[src/rtl/program_feeder.sv]
// program_feeder: loads a small program one word per cycle, then streams it to the
// processor in order. It honours the processor's stall, drains the pipeline with NOPs,
// and captures the write-back results.
//
// Ports:
//   clock, reset          single clock, synchronous active-high reset
//   load_valid/instr      append one instruction to the program buffer
//   start                 one-cycle pulse that begins execution of the loaded program
//   proc_reset            registered reset to the processor
//   instr_out/valid       instruction presented to the processor
//   proc_stalled          processor did not accept the word presented this cycle
//   proc_result[_valid]   processor write-back data
//   prog_len              number of loaded instructions
//   result_count          results captured since start (saturating)
//   last_result           most recent captured result
//   load_overflow         sticky flag: a load was attempted while the buffer was full
//   busy / done           status
module program_feeder #(
  parameter int unsigned        INSTR_W    = 16,
  parameter int unsigned        DATA_W     = 8,
  parameter int unsigned        DEPTH      = 16,
  parameter int unsigned        PIPE_DEPTH = 3,
  parameter logic [INSTR_W-1:0] NOP_WORD   = {INSTR_W{1'b0}}
) (
  input  logic                       clock,
  input  logic                       reset,
  input  logic                       load_valid,
  input  logic [INSTR_W-1:0]         load_instr,
  input  logic                       start,
  output logic                       proc_reset,
  output logic [INSTR_W-1:0]         instr_out,
  output logic                       instr_valid,
  input  logic                       proc_stalled,
  input  logic [DATA_W-1:0]          proc_result,
  input  logic                       proc_result_valid,
  output logic [$clog2(DEPTH):0]     prog_len,
  output logic [$clog2(DEPTH):0]     result_count,
  output logic [DATA_W-1:0]          last_result,
  output logic                       load_overflow,
  output logic                       busy,
  output logic                       done
);

  localparam int unsigned PtrW   = $clog2(DEPTH);
  localparam int unsigned CntW   = PtrW + 1;
  localparam int unsigned DrainW = (PIPE_DEPTH > 1) ? $clog2(PIPE_DEPTH) : 1;

  typedef enum logic [2:0] {StIdle, StStartRst, StRun, StDrain, StDone} state_e;

  state_e              state_q, state_d;
  logic [CntW-1:0]     prog_len_q, prog_len_d;
  logic [PtrW-1:0]     rd_ptr_q, rd_ptr_d;
  logic [DrainW-1:0]   drain_q, drain_d;
  logic                ovf_q, ovf_d;
  logic [CntW-1:0]     result_count_q;
  logic [DATA_W-1:0]   last_result_q;
  logic                first_done_q;
  logic                proc_reset_q;
  logic                mem_we;
  logic [PtrW-1:0]     mem_waddr;
  logic                capture_en;

  logic [INSTR_W-1:0]  prog_mem [DEPTH];

  always_comb begin
    state_d    = state_q;
    prog_len_d = prog_len_q;
    rd_ptr_d   = rd_ptr_q;
    drain_d    = drain_q;
    ovf_d      = ovf_q;
    mem_we     = 1'b0;
    mem_waddr  = '0;
    unique case (state_q)
      StIdle: begin
        if (load_valid) begin
          if (prog_len_q < CntW'(DEPTH)) begin
            mem_we     = 1'b1;
            mem_waddr  = prog_len_q[PtrW-1:0];
            prog_len_d = prog_len_q + CntW'(1);
          end else begin
            ovf_d = 1'b1;
          end
        end
        if (start) state_d = StStartRst;
      end
      StStartRst: begin
        rd_ptr_d = '0;
        drain_d  = '0;
        state_d  = (prog_len_q != '0) ? StRun : StDrain;
      end
      StRun: begin
        if (!proc_stalled) begin
          rd_ptr_d = rd_ptr_q + PtrW'(1);
          if ({1'b0, rd_ptr_q} == prog_len_q - CntW'(1)) state_d = StDrain;
        end
      end
      StDrain: begin
        // Only cycles the processor actually advances count towards the drain.
        if (!proc_stalled) begin
          if (drain_q == DrainW'(PIPE_DEPTH - 1)) state_d = StDone;
          else                                    drain_d = drain_q + DrainW'(1);
        end
      end
      StDone: begin
        // A new load takes precedence over a re-run: it begins a new program.
        if (load_valid) begin
          mem_we     = 1'b1;
          mem_waddr  = '0;
          prog_len_d = CntW'(1);
          ovf_d      = 1'b0;
          state_d    = StIdle;
        end else if (start) begin
          state_d = StStartRst;
        end
      end
      default: state_d = StIdle;
    endcase
  end

  // The final result may land on the DRAIN->DONE edge, so capture stays open one extra cycle.
  assign capture_en = (state_q == StRun) || (state_q == StDrain) ||
                      ((state_q == StDone) && first_done_q);

  always_ff @(posedge clock) begin
    if (reset) begin
      state_q        <= StIdle;
      prog_len_q     <= '0;
      rd_ptr_q       <= '0;
      drain_q        <= '0;
      ovf_q          <= 1'b0;
      result_count_q <= '0;
      last_result_q  <= '0;
      first_done_q   <= 1'b0;
      proc_reset_q   <= 1'b1;
    end else begin
      state_q      <= state_d;
      prog_len_q   <= prog_len_d;
      rd_ptr_q     <= rd_ptr_d;
      drain_q      <= drain_d;
      ovf_q        <= ovf_d;
      first_done_q <= (state_d == StDone) && (state_q != StDone);
      proc_reset_q <= (state_d == StStartRst);
      if (state_q == StStartRst) begin
        result_count_q <= '0;
        last_result_q  <= '0;
      end else if (capture_en && proc_result_valid) begin
        last_result_q <= proc_result;
        if (result_count_q != '1) result_count_q <= result_count_q + CntW'(1);
      end
    end
  end

  always_ff @(posedge clock) begin
    if (!reset && mem_we) prog_mem[mem_waddr] <= load_instr;
  end

  assign proc_reset    = proc_reset_q;
  assign instr_valid   = (state_q == StRun);
  assign instr_out     = (state_q == StRun) ? prog_mem[rd_ptr_q] : NOP_WORD;
  assign prog_len      = prog_len_q;
  assign result_count  = result_count_q;
  assign last_result   = last_result_q;
  assign load_overflow = ovf_q;
  assign busy          = (state_q == StStartRst) || (state_q == StRun) || (state_q == StDrain);
  assign done          = (state_q == StDone);

endmodule

[config.mk]
export PLATFORM = sky130hd
export DESIGN_NAME = program_feeder
export DESIGN_NICKNAME = d
export VERILOG_FILES = /design/src/rtl/program_feeder.sv
export SDC_FILE = /design/constraint.sdc
export NUM_CORES = 1
export LEC_CHECK = 0
export ABC_AREA = 1
export BUFFER_PORTS_ARGS = -buffer_cell sky130_fd_sc_hd__buf_2
export CAP_MARGIN = 25
export CORE_UTILIZATION = 35
export CTS_BUF_LIST = sky130_fd_sc_hd__clkbuf_16
export CTS_CLUSTER_DIAMETER = 80
export CTS_CLUSTER_SIZE = 28
export DETAILED_ROUTE_END_ITERATION = 16
export GPL_TIMING_DRIVEN = 1
export HOLD_SLACK_MARGIN = 0.1
export SYNTH_ARGS = -nofsm -noshare
export SYNTH_HDL_FRONTEND = slang
export SYNTH_SLANG_ARGS = --single-unit
export TNS_END_PERCENT = 10
[constraint.sdc]
create_clock -name clock -period 6.89 [get_ports clock]
set_clock_uncertainty 0.1 [all_clocks]
set_input_delay 0 -clock clock [delete_from_list [all_inputs] [get_ports clock]]
set_output_delay 0 -clock clock [all_outputs]
set_load 0.005 [all_outputs]
==> results.toml, run 1 <==
[run]
maxCapViolCount = 0

[floorplan]
fp.dieH_um = 189
placementRows = 68
die_width_um = 189
initial_core_util = 0.354
dieArea_um2 = 35600
coreArea_um2 = 34500
io_pins = 69

[logic_synthesis]
ys.flop_type = "edfxtp_1"
ys_seq_elements = 290
async_reset_ff_frac = 0
seq_area_frac_synth = 0.685
synth_fp_nets = 1234
yosys-top-cells-count = "472 x nand2_1, 256 x edfxtp_1, 130 x nand3_1"
syn_area_um2 = 12200
synth.most_common_cell = "nand2_1"
yosysTopAreaCell = "edfxtp_1"
postSynthAreaPerCell_um2 = 10.2
synth.area.top_cells = "edfxtp_1 63%, nand2_1 15%, dfxtp_1 5.6%, nand3_1 5.3%, nor2_1 2.8%"
synthCells = 1198
synth-edff-count = 256
synth.top_cell.area_share = 0.630
yosys_warnings = 0
yosys.cell_types.count = 29

[sta]
relSlewSlack = 0.404
hold_viol = 0
tns_ns = 0
tightest_slew_ns = 0.893
min_period_ns = 3.47
finalSetupViolCount = 0
max_freq_mhz = 288
finalCritPeriodShare = 0.504
rsz0062_at_grt = "false"
finalMaxSlewViolations = 0

[global_route]
grt_pass1_wl_mm = 48.0
grt_pass1_vias = 8292
grt_antenna_before_repair = 0
grt_max_degree = 83
grtUsageTotal = 0.175
grt_overflow = 0

[cts]
insertion_delay_ns = 0.50
cts_root_buffer = "clkbuf_16"
clk_transition_reported_paths_ns = 0.09
clk_path_buf_depth = 3
cts_tree = "done"
post-cts-setup-buffers = 0
cts_buffers = 16
htreeDepth = 1
cts.sinks = 290

[pwr]
power_density_nw_per_um2 = 246
intPower_uw = 2550
power.total_uw = 3480
p_sw_frac = 0.266
ir_drop_mv = 0.170
pwr-share-comb = 0.131
power_frac_seq = 0.565
p_clk_frac = 0.304
leakage_uw = 0.00553
p_switching_uw = 927

[layout]
diodes = 0
fin_area_um2 = 14100
area.growth.synth_to_final_pct = 15.7
fin_util = 0.410
layout.nets = 1336
drive_gt1_frac = 0.109

[routing]
viasPerCell = 4.88
dr.first_iter.drc_count = 696
vias = 8585
wl_mm = 30.7
drc = 0
first_pass_iters = 5
ant_nets = 0
post_drt_wl_per_cell_um = 17.5

[worst_setup_path]
regToRegSetupSlack_ns = 4.06
cp-start-kind = "flop"
arrival_ns = 3.37
path_class = "reg2out"
endpoint_kind = "output port"
crit_required_ns = 6.79
critPathMaxFanout = 82

[placed_design]
gp_congestion = 0.787
hpwl_mm = 17.6
placed_area_um2 = 13100
place.port_buffers = 68

[min_path]
hold_path_class = "in2reg"

[status]
status = "complete, no violations"
## cell type report
| type | instances | area [µm²] |
|---|---|---|
| repair buffers | 140 | 1060 |
| flip-flops and latches | 290 | 8370 |
| clock inverters | 7 | 86.3 |
| fillers | 3311 | 20300 |
| inverters | 65 | 248 |
| well taps | 455 | 569 |
| clock buffers | 17 | 425 |
| multi-input cells | 787 | 3370 |
## per-stage QoR
step | setup slack, ns | instances | hold WS (ns)
4_1_cts | 3.41 | 1761 | 0.253
3_5_place_dp | 3.98 | 1689 | 0.156
2_1_floorplan | 4.64 | 1198 | -0.00113
5_1_grt | 3.13 | 1761 | 0.280
3_3_place_gp | 3.97 | 1683 | 0.151
6_report | 3.42 | 1761 | 0.267
## cell usage in the layout (no fill, tap or decap), drive strengths merged
cell / netlist / routed
nand3: 131 / 131
ha: 6 / 6
o211ai: 1 / 1
buf: 38 / 92
inv: 64 / 68
a211oi: 2 / 2
o31ai: 2 / 2
nand3b: 1 / 1
clkinv: 1 / 4
a21oi: 30 / 30
xor2: 1 / 1
dfxtp: 34 / 34
o21a: 1 / 1
edfxtp: 256 / 256
nand2: 475 / 475
nor2: 93 / 93
dlygate4sd3: 0 / 48
nand4: 5 / 5
nor3: 11 / 11
o21ai: 28 / 28
clkbuf: 18 / 17
## final timing paths
path,depth (start not counted),to,from
worst max-delay path,9,instr_out[2],flop
worst min-delay path,3,prog_len[1],reset
worst max register to register,8,last_result[0],state_q[1]
worst min register to register,2,load_overflow,load_overflow
## critical path: stages (launching register included)
cell     delay [ns]
dfxtp_4        0.53
inv_4          0.45
buf_4          0.78
nand2_1        0.10
nand2_1        0.11
nand2_1        0.06
nand3_1        0.10
nand3_1        0.07
a21oi_1        0.37
buf_2          0.19
## flip-flops by register name, summed over array words and instances (netlist names), named ones only
name           count
last_result        8
proc_reset         1
result_count       5
prog_len           5
drain_q            2
first_done_q       1
state_q            3
load_overflow      1
rd_ptr_q           4
prog_mem         256
## per-layer routing
metal  track usage  share of wire  routed length [µm]
met5             0              0                   0
met4        0.0375          0.021                 648
met3        0.0328          0.066                2020
met2         0.287           0.47               14300
met1         0.241           0.45               13700
## cells by family after synthesis
group / count (synthesis) / share of synthesized area
AND/OR/NAND/NOR: 716 / 0.238
flip-flops: 290 / 0.685
buffers and inverters: 121 / 0.0423
AO/OA/AOI/OAI: 64 / 0.0275
adder cells (fa/ha/maj): 6 / 0.00615
XOR/XNOR: 1 / 0.000717
## what timing repair did
action | in CTS | in global routing
hold endpoints to repair | 290 | 0
resized for setup | 0 | 0
hold buffers | 48 | 0
## power groups by stage
stage	clock (µW)	combinational (µW)	sequential (µW)
after CTS	1090	458	1970
after global routing	1140	521	1970
after detailed placement	0	428	2010
after global placement	0	423	2010
final	1060	455	1970
after floorplan	0	316	1980
Power figures use the tool's default switching activity.
==> inputs of run 2 (changes only) <==
==> constraint.sdc (replaced) <==
create_clock -name clock -period 3 [get_ports clock]
set_clock_uncertainty 0.1 [all_clocks]
set_input_delay 0 -clock clock [delete_from_list [all_inputs] [get_ports clock]]
set_output_delay 0 -clock clock [all_outputs]
set_load 0.005 [all_outputs]
==> run 2 against run 1 <==
Net effect: critical path depth fell by 1; via count decreased by 0.42%; die area did not move; sequential cell count did not move; count of clock-buffer cells in the layout decreased by 2; register-to-register slack worse by 3.8 ns; combinational power increased to 2.5 times the previous value; cell area decreased by 0.47%.
==> results.toml, run 2 (synthesis results as in run 1) <==
[status]
status = "complete, no violations"

[min_path]
hold_path_depth = 3
hold_path_class = "in2reg"
worstHoldStart = "reset"
min_to = "state_q[1]"

[worst_setup_path]
arrival_ns = 3.07
crit_family = "buffers and inverters"
slowest_delay_ns = 0.61
crit_required_ns = 3.35
slowest_stage = "dlygate4sd3_1"
path_buf_inv = 4
regToRegSetupSlack_ns = 0.28
cp-start-kind = "flop"
reg2reg_depth = 8
path_cells = "inv_1 -> nand3_1 -> nand2_1 -> inv_1 -> o21ai_0 -> dlygate4sd3_1 -> nor2_1 -> dlygate4sd3_1"
r2r_end = "last_result[4]"
endpoint_kind = "flop"
path_class = "reg2reg"
rr_startpoint = "state_q[1]"
critPathMaxFanout = 11

[layout]
layout.nets = 1338
drive_gt1_frac = 0.110
layout_common_cells = "472 x nand2_1, 256 x edfxtp_1, 130 x nand3_1"
multi_input_area_um2 = 3370
ff_latch_area_um2 = 8370
fillCellCount = 3310
diodes = 0
fin_util = 0.408
final_common_cell = "nand2_1"
finalNonFillerCells = 1764
largest_reg_flops = 256
area.growth.synth_to_final_pct = 15.1
top_register = "prog_mem"

[run]
maxCapViolCount = 0

[placed_design]
place.port_buffers = 68
dp.cells = 1693
hpwl_mm = 18.6
gp_congestion = 0.913
dp_slack_ns = 0.802

[sta]
finalCritPeriodShare = 0.908
relSlewSlack = 0.586
rsz0062_at_grt = "false"
hold_slack_ns = 0.281
hold_viol = 0
min_period_ns = 2.72
finalMaxSlewViolations = 0
worst_slack_ns = 0.275
tightest_slew_ns = 0.621
finalSetupViolCount = 0
max_freq_mhz = 367
tns_ns = 0

[floorplan]
io_pins = 69
fp.dieH_um = 189
placementRows = 68
dieArea_um2 = 35600
initial_core_util = 0.354
coreArea_um2 = 34500
die_width_um = 189

[global_route]
grt_antenna_before_repair = 0
grtUsageTotal = 0.171
grt_max_degree = 129
grt_overflow = 0
grt_pass1_vias = 7950
grt_pass1_wl_mm = 46.5

[pwr]
leakage_uw = 0.00551
p_switching_uw = 2110
pwr-share-comb = 0.147
power_frac_seq = 0.568
power_density_nw_per_um2 = 559
p_clk_frac = 0.285
p_sw_frac = 0.269
ir_drop_mv = 0.457
intPower_uw = 5750

[routing]
dr.first_iter.drc_count = 861
wl_mm = 30.3
viasPerCell = 4.85
ant_nets = 0
post_drt_wl_per_cell_um = 17.2
first_pass_iters = 5
vias = 8549
drc = 0

[cts]
htreeDepth = 1
cts_tree = "done"
insertion_delay_ns = 0.50
cts_buffers = 15
clk_path_buf_depth = 3
cts.sinks = 290
cts_root_buffer = "clkbuf_16"
clk_transition_reported_paths_ns = 0.10
cts_resized = 0
## run 2: per-layer routing
layer,global-route usage,up-vias,part of all wire
li1,-,4187,-
met1,0.251,4026,0.47
met2,0.264,296,0.44
met3,0.0261,40,0.071
met4,0.0397,0,0.021
met5,0,-,0
## run 2: final cells by class
| cell class | count | share of cell area |
|---|---|---|
| Sequential cell | 290 | 0.596 |
| Multi-Input combinational cell | 787 | 0.239 |
| Timing Repair Buffer | 143 | 0.0749 |
| Tap cell | 455 | 0.0405 |
| Clock buffer | 15 | 0.0267 |
| Inverter | 65 | 0.0176 |
| Clock inverter | 9 | 0.00534 |
## run 2: worst max-delay path by stage
stage | slack, ns | from | cells after the start | to
after floorplan | 0.75 | state_q[1] | 5 | prog_mem[11][0]
after global placement | 0.86 | state_q[1] | 6 | prog_mem[5][14]
after detailed placement | 0.80 | state_q[1] | 6 | prog_mem[3][5]
after CTS | 0.33 | state_q[1] | 8 | last_result[5]
after global routing | 0.07 | state_q[1] | 8 | last_result[5]
final | 0.28 | state_q[1] | 8 | last_result[4]
## run 2: tightest hold or removal path, stage by stage
cell and delay, ns:
dlygate4sd3_1 0.53, buf_2 0.20, nor2_1 0.11
## run 2: power by group through the flow
stage                     registers [µW]  clock network, µW  logic [µW]
after CTS                           4470               2310        1150
after detailed placement            4560                  0        1090
after floorplan                     4550                  0         726
after global routing                4470               2410        1310
after global placement              4560                  0        1080
final                               4470               2240        1160
## run 2: through the flow
stage | area [µm²] | power [µW]
after floorplan | 12200 | 5280
after global placement | 13100 | 5640
after detailed placement | 13100 | 5650
after CTS | 14100 | 7930
after global routing | 14100 | 8190
final | 14100 | 7860
## run 2: timing repair
item / in CTS / in global routing
hold endpoints to repair: 290 / 0
setup endpoints to repair: 0 / 0
hold buffers: 47 / 0
setup buffers: 0 / 0
